File: config.mk
export PLATFORM = sky130hd
export DESIGN_NAME = eth_rx_frame_parser
export DESIGN_NICKNAME = d
export VERILOG_FILES = /design/src/rtl/eth_rx_frame_parser.sv
export SDC_FILE = /design/constraint.sdc
export NUM_CORES = 1
export LEC_CHECK = 0
export ABC_AREA = 1
export BUFFER_PORTS_ARGS = -buffer_cell sky130_fd_sc_hd__buf_2
export CORE_MARGIN = 2
export CORE_UTILIZATION = 55
export CTS_BUF_LIST = sky130_fd_sc_hd__clkbuf_4 sky130_fd_sc_hd__clkbuf_8
export CTS_CLUSTER_SIZE = 24
export DETAILED_ROUTE_END_ITERATION = 10
export PLACE_DENSITY_LB_ADDON = 0.3
export SYNTH_ARGS = -nofsm -noshare
export SYNTH_HDL_FRONTEND = slang
export SYNTH_SLANG_ARGS = --single-unit
File: constraint.sdc
create_clock -name clk -period 4.6 [get_ports clk]
set_input_delay 0.46 -clock clk [delete_from_list [all_inputs] [get_ports clk]]
set_output_delay 0.46 -clock clk [all_outputs]
set_load 0.005 [all_outputs]
File: src/rtl/eth_rx_frame_parser.sv
// eth_rx_frame_parser: parses MAC-stripped Ethernet bytes into a registered
// rx pipe stream (rx_start / rx_data / rx_end) for one accepted ethertype.
// Optional build macro: ETH_RX_MAXLEN_CHECK_EN enables a payload word limit
// of MAXWORDS words per frame; without it the frame length is unbounded.
//
// Handshake: the input is a valid-only stream. rx_byte, rx_last and rx_err
// are meaningful only when rx_valid is high; there is no ready, the parser
// accepts a byte on every cycle rx_valid is high. The output is also
// valid-only: rx_pipe_out.stype != rx_none marks a one-cycle event.

package eth_rx_pkg;
  typedef enum logic [1:0] {
    rx_none  = 2'd0,
    rx_start = 2'd1,
    rx_data  = 2'd2,
    rx_end   = 2'd3
  } eth_rx_pipe_stype_type;

  typedef struct packed {
    logic [7:0]  pid;
    logic [7:0]  ptype;
    logic [15:0] seqnum;
  } eth_rx_header_type;

  typedef struct packed {
    eth_rx_header_type header;
    logic [31:0]       data;
  } eth_rx_msg_type;

  typedef struct packed {
    eth_rx_pipe_stype_type stype;
    eth_rx_msg_type        msg;
  } eth_rx_pipe_data_type;
endpackage

module eth_rx_frame_parser
  import eth_rx_pkg::*;
#(
  parameter logic [15:0] ETHTYPE  = 16'h8888,
  parameter int          MAXWORDS = 512
) (
  input  logic                 clk,
  input  logic                 rstn,
  input  logic [7:0]           rx_byte,
  input  logic                 rx_valid,
  input  logic                 rx_last,
  input  logic                 rx_err,
  output eth_rx_pipe_data_type rx_pipe_out,
  output logic [15:0]          drop_cnt,
  output logic [2:0]           state_dbg
);

  localparam logic [2:0] S_IDLE    = 3'd0;
  localparam logic [2:0] S_HDR     = 3'd1;
  localparam logic [2:0] S_PAYLOAD = 3'd2;
  localparam logic [2:0] S_DISCARD = 3'd3;
  localparam logic [2:0] S_FLUSH   = 3'd4;

  logic [2:0]        state;
  logic [4:0]        byte_cnt;
  logic [1:0]        lane;
  logic              err_flag;
  logic              trunc_q;
  logic [7:0]        etype_hi;
  logic [7:0]        pid_q;
  logic [7:0]        ptype_q;
  logic [15:0]       seq_q;
  logic [31:0]       word_q;
  logic [31:0]       word_nxt;
  logic              drop_inc;
  logic              over_limit;
  eth_rx_header_type hdr_q;

`ifdef ETH_RX_MAXLEN_CHECK_EN
  localparam int WCW = $clog2(MAXWORDS + 1);
  logic [WCW-1:0] word_cnt;
  assign over_limit = (word_cnt == WCW'(MAXWORDS));
`else
  localparam int unused_maxwords = MAXWORDS;
  assign over_limit = 1'b0;
`endif

  assign state_dbg = state;
  assign hdr_q     = '{pid: pid_q, ptype: ptype_q, seqnum: seq_q};

  // Merge the incoming byte into its little-endian lane of the word in flight.
  always_comb begin
    word_nxt = word_q;
    case (lane)
      2'd0:    word_nxt[7:0]   = rx_byte;
      2'd1:    word_nxt[15:8]  = rx_byte;
      2'd2:    word_nxt[23:16] = rx_byte;
      default: word_nxt[31:24] = rx_byte;
    endcase
  end

  // A frame is dropped when it ends before the header completes or carries a foreign ethertype.
  always_comb begin
    drop_inc = 1'b0;
    if (rx_valid) begin
      if (state == S_IDLE && rx_last) begin
        drop_inc = 1'b1;
      end else if (state == S_HDR && byte_cnt != 5'd17 &&
                   (rx_last || (byte_cnt == 5'd13 && {etype_hi, rx_byte} != ETHTYPE))) begin
        drop_inc = 1'b1;
      end
    end
  end

  // Saturating drop counter.
  always_ff @(posedge clk) begin
    if (!rstn) begin
      drop_cnt <= 16'd0;
    end else if (drop_inc && drop_cnt != 16'hFFFF) begin
      drop_cnt <= drop_cnt + 16'd1;
    end
  end

  // Frame FSM with registered pipe output; rx_valid low freezes parsing state.
  always_ff @(posedge clk) begin
    if (!rstn) begin
      state       <= S_IDLE;
      byte_cnt    <= 5'd0;
      lane        <= 2'd0;
      err_flag    <= 1'b0;
      trunc_q     <= 1'b0;
      etype_hi    <= 8'd0;
      pid_q       <= 8'd0;
      ptype_q     <= 8'd0;
      seq_q       <= 16'd0;
      word_q      <= 32'd0;
      rx_pipe_out <= '0;
`ifdef ETH_RX_MAXLEN_CHECK_EN
      word_cnt    <= '0;
`endif
    end else begin
      rx_pipe_out <= '0;
      case (state)
        S_IDLE: begin
          if (rx_valid && !rx_last) begin
            state    <= S_HDR;
            byte_cnt <= 5'd1;
            lane     <= 2'd0;
            err_flag <= 1'b0;
            trunc_q  <= 1'b0;
            word_q   <= 32'd0;
`ifdef ETH_RX_MAXLEN_CHECK_EN
            word_cnt <= '0;
`endif
          end
        end

        S_HDR: begin
          if (rx_valid) begin
            byte_cnt <= byte_cnt + 5'd1;
            case (byte_cnt)
              5'd12:   etype_hi     <= rx_byte;
              5'd14:   pid_q        <= rx_byte;
              5'd15:   ptype_q      <= rx_byte;
              5'd16:   seq_q[7:0]   <= rx_byte;
              5'd17:   seq_q[15:8]  <= rx_byte;
              default: ;
            endcase
            if (byte_cnt == 5'd17) begin
              rx_pipe_out.stype             <= rx_start;
              rx_pipe_out.msg.header.pid    <= pid_q;
              rx_pipe_out.msg.header.ptype  <= ptype_q;
              rx_pipe_out.msg.header.seqnum <= {rx_byte, seq_q[7:0]};
              lane <= 2'd0;
              if (rx_last) begin
                // Header-only frame: rx_end follows rx_start on the next cycle.
                err_flag <= rx_err;
                state    <= S_FLUSH;
              end else begin
                state <= S_PAYLOAD;
              end
            end else if (rx_last) begin
              state <= S_IDLE;
            end else if (byte_cnt == 5'd13 && {etype_hi, rx_byte} != ETHTYPE) begin
              state <= S_DISCARD;
            end
          end
        end

        S_PAYLOAD: begin
          if (rx_valid) begin
            word_q <= word_nxt;
            lane   <= lane + 2'd1;
            if (lane == 2'd3) begin
              if (over_limit) begin
                // Word beyond the limit is swallowed; frame ends flagged as errored.
                trunc_q <= 1'b1;
                if (rx_last) begin
                  rx_pipe_out.stype      <= rx_end;
                  rx_pipe_out.msg.header <= hdr_q;
                  rx_pipe_out.msg.data   <= 32'd1;
                  state                  <= S_IDLE;
                end else begin
                  state <= S_DISCARD;
                end
              end else begin
                rx_pipe_out.stype      <= rx_data;
                rx_pipe_out.msg.header <= hdr_q;
                rx_pipe_out.msg.data   <= word_nxt;
`ifdef ETH_RX_MAXLEN_CHECK_EN
                word_cnt <= word_cnt + WCW'(1);
`endif
                if (rx_last) begin
                  err_flag <= rx_err;
                  state    <= S_FLUSH;
                end
              end
            end else if (rx_last) begin
              // Partial word pending: it is dropped and the frame is flagged.
              rx_pipe_out.stype      <= rx_end;
              rx_pipe_out.msg.header <= hdr_q;
              rx_pipe_out.msg.data   <= 32'd1;
              state                  <= S_IDLE;
            end
          end
        end

        S_DISCARD: begin
          if (rx_valid && rx_last) begin
            if (trunc_q) begin
              rx_pipe_out.stype      <= rx_end;
              rx_pipe_out.msg.header <= hdr_q;
              rx_pipe_out.msg.data   <= 32'd1;
            end
            trunc_q <= 1'b0;
            state   <= S_IDLE;
          end
        end

        S_FLUSH: begin
          rx_pipe_out.stype      <= rx_end;
          rx_pipe_out.msg.header <= hdr_q;
          rx_pipe_out.msg.data   <= {31'd0, err_flag};
          state                  <= S_IDLE;
        end

        default: state <= S_IDLE;
      endcase
    end
  end

endmodule

==> impl_metrics.csv <==
group,metric,value,unit
sta,fin_tns_setup,0,ns
worst_setup_path,cp_num_buf_inv,3,
worst_setup_path,crit_chain,"nor2_1, nand2_1, buf_4, inv_1, a21oi_2, inv_2, nor2_4, nor3b_1",
synthesis,ys_ff_latch,158,
worst_setup_path,required,4.91,ns
cts,postCtsSetupBuffers,0,
run_status,status,"completed",
synthesis,yosys_warnings,0,
global_route,grt_pass1_vias,4956,
synthesis,syn_area,0.00637,mm²
global_route,grt.total_usage,23.4,%
sta,setup_viol,0,
cts,cts_sinks,158,
worst_setup_path,startpoint_type,"flip-flop",
placed_design,place_worst_setup_slack,1.86,ns
cts,worstSkewPairLatency,0.45,ns
detailed_routing,route.detailed.drc,0,
worst_setup_path,arrival,2.91,ns
pwr,power_density,431,mW/mm²
cts,cts-root-buf,"clkbuf_8",
pwr,p_sw,1.00,mW
sta,post-route-period-util,56.6,%
cts,h-tree-depth,4,
sta,hold_violations,0,
final_layout,num_antenna_cells,0,
synthesis,syn_nets,794,
final_layout,area_growth,13.2,%
synthesis,syn_area_per_cell,8.26,µm²
synthesis,synth_top_area_share,49.7,%
sta,worst_pin_slew,1.12,ns
detailed_routing,vias,5463,
floorplanning,dieArea,0.0125,mm²
worst_setup_path,cp_top_family,"simple AND/OR/NAND/NOR gates",
final_layout,final_cells,1004,
global_route,grt_pass1_wl,23600,µm
global_route,grt-ovfl-total,0,
synthesis,ys_types,40,
pwr,seqPwrFrac,48.9,%
cts,ctsHoldBuffers,0,
floorplanning,core,0.0114,mm²
pwr,sw_frac_of_total,32.2,%
worst_setup_path,endpoint_kind,"flip-flop",
pwr,p_int,2.11,mW
global_route,grt_max_degree,60,
synthesis,netlist_instances,771,
synthesis,yosysSeqAreaShare,49.7,%
detailed_routing,viasPerCell,5.44,
sta,rsz0062_at_grt,"false",
placed_design,io_buffers,97,
synthesis,synth.area.top_cells,"dfxtp_1, nand2_1, a21oi_1",
pwr,vdd_drop_max,0.000277,V
floorplanning,rows,39,
cts,cts_max_path_buffers,2,
pwr,pwr-share-comb,19.5,%
detailed_routing,drt_pass1_iterations,5,
sta,timing.final.ws_setup,2.00,ns
detailed_routing,detail-route-antenna-nets,0,
cts,postCtsResizedCells,0,
worst_setup_path,max_stage_delay,0.62,ns
pwr,clkPwrFrac,31.6,%
final_layout,nets,871,
cts,cts_made_buffers,17,
detailed_routing,first_iter_violations,423,
min_path,hold_path_class,"in -> reg",
global_route,grt_antenna_before_repair,0,
floorplanning,die_h,112,µm
cts,cts_tree,"built",
worst_setup_path,critPathKind,"reg -> reg",
cts,path_clk_slew,0.09,ns
floorplanning,initial_utilization,56.0,%
worst_setup_path,cp_slowest_cell,"nor2_4",
sta,fmax,384,MHz
placed_design,gp_congestion,0.946,
run,maxCapViolCount,0,
floorplanning,ios,98,
final_layout,drive_above_1_share,21.1,%
placed_design,hpwl,9640,µm
placed_design,dp.cells,972,
detailed_routing,wire_per_inst,14.1,µm
sta,finClkSkew,0.00800,ns
sta,drv_slew,0,
synthesis,synth.largest_area_cell,"dfxtp_1",
worst_setup_path,cp_max_fo,24,
pwr,p_leak,2.97,nW
floorplanning,die_w,112,µm
detailed_routing,wl,14100,µm
sta,min_period,2.60,ns
sta,slew_headroom,25.1,%
[final timing paths]
check | slack, ns | depth (start not counted) | startpoint | endpoint
setup / recovery | 2.00 | 8 | state_dbg[0] | rx_pipe_out[59]
hold / removal | 0.32 | 3 | rx_byte[7] | seq_q[15]
setup reg to reg | 2.00 | 8 | state_dbg[0] | rx_pipe_out[59]
hold reg to reg | 0.46 | 2 | seq_q[1] | rx_pipe_out[33]
[metal layers]
metal	vias to the layer above	share of wire, %	GRT usage, %
met5	-	0	0
met2	153	49	40.5
met3	23	5.3	5.93
li1	2723	-	-
met4	0	1.8	8.07
met1	2564	44	28.5
[layout make-up]
type / count / area [µm²]
Timing Repair Buffer: 100 / 508
Clock buffer: 20 / 275
Clock inverter: 12 / 106
Inverter: 66 / 250
Fill cell: 981 / 4160
Tap cell: 143 / 179
Multi-Input combinational cell: 505 / 2730
Sequential cell: 158 / 3160
[power by group through the flow]
stage | Clock (mW) | Sequential (mW) | Combinational (mW)
after global routing | 1.06 | 1.53 | 0.686
after detailed placement | 0 | 1.55 | 0.599
final | 0.983 | 1.52 | 0.605
after floorplan | 0 | 1.53 | 0.518
after CTS | 1.00 | 1.52 | 0.601
after global placement | 0 | 1.55 | 0.578
[cell families (layout without fill, tap and decap cells)]
kind of cell	count (synthesis)	in the layout	share of synthesized area [%]
AOI/OAI and AO/OA	193	193	17.0
xor gates and xnor gates	8	8	1.10
and+or+nand+nor	294	294	22.8
adders and majority gates	10	10	1.96
DFF	158	158	49.7
buffers and inverters	108	198	7.52
[layout by cell type (no fill, tap or decap), drive strengths merged]
master / count
xnor2: 2
dfxtp: 158
buf: 100
ha: 10
nand4: 21
clkinvlp: 1
xor2: 6
nand3b: 1
inv: 69
clkinv: 7
o211a: 3
o21a: 5
nor2: 83
a31oi: 2
nor3: 28
nor3b: 9
clkbuf: 20
nand3: 19
a211oi: 2
a21oi: 92
o211ai: 21
bufinv: 1
or2: 1
nand2: 132
a22oi: 2
o22ai: 2
o21ai: 64
[stage by stage]
step                      utilization, %  hold WS (ns)  total power, mW  cell area [µm²]
final                               63.4         0.323             3.11             7210
after global routing                63.4         0.320             3.28             7210
after CTS                           63.4         0.298             3.12             7210
after detailed placement            60.1         0.448             2.15             6830
after global placement              60.1         0.444             2.12             6830
after floorplan                        -         0.430             2.05             6370
[Yosys cell counts]
library cell / instances
dfxtp_1: 158
nand2_1: 126
a21oi_1: 90
nor2_1: 76
o21ai_0: 64
inv_1: 58
clkbuf_1: 22
o211ai_1: 20
nand4_1: 19
nand3_1: 18
nor3_2: 17
nor3_1: 11
ha_1: 10
buf_2: 9
inv_2: 7
buf_4: 6
xor2_1: 6
buf_6: 5
nand2_2: 5
nor3b_1: 5
o21a_1: 5
nor2_4: 4
nor3b_2: 4
nor2_2: 3
o211a_1: 3
a211oi_1: 2
a22oi_1: 2
a31oi_1: 2
o22ai_1: 2
xnor2_1: 2
a21oi_2: 1
a21oi_4: 1
inv_4: 1
nand2_4: 1
nand3_4: 1
nand3b_1: 1
nand4_2: 1
nand4_4: 1
o211ai_2: 1
or2_2: 1
[tightest hold or removal path, cell delays in order]
cell and delay [ns]:
buf_2 0.13, nand2_1 0.09, a21oi_1 0.06
[state kept, by name (all words and copies together), names as in the netlist, 2 cells and up]
name and cells:
seq_q 16, pid_q 8, etype_hi 8, state_dbg 3
byte_cnt 5, drop_cnt 16, rx_pipe_out 66, ptype_q 8
lane 2, word_q 25
No activity file was read; power rests on OpenSTA's default activity.
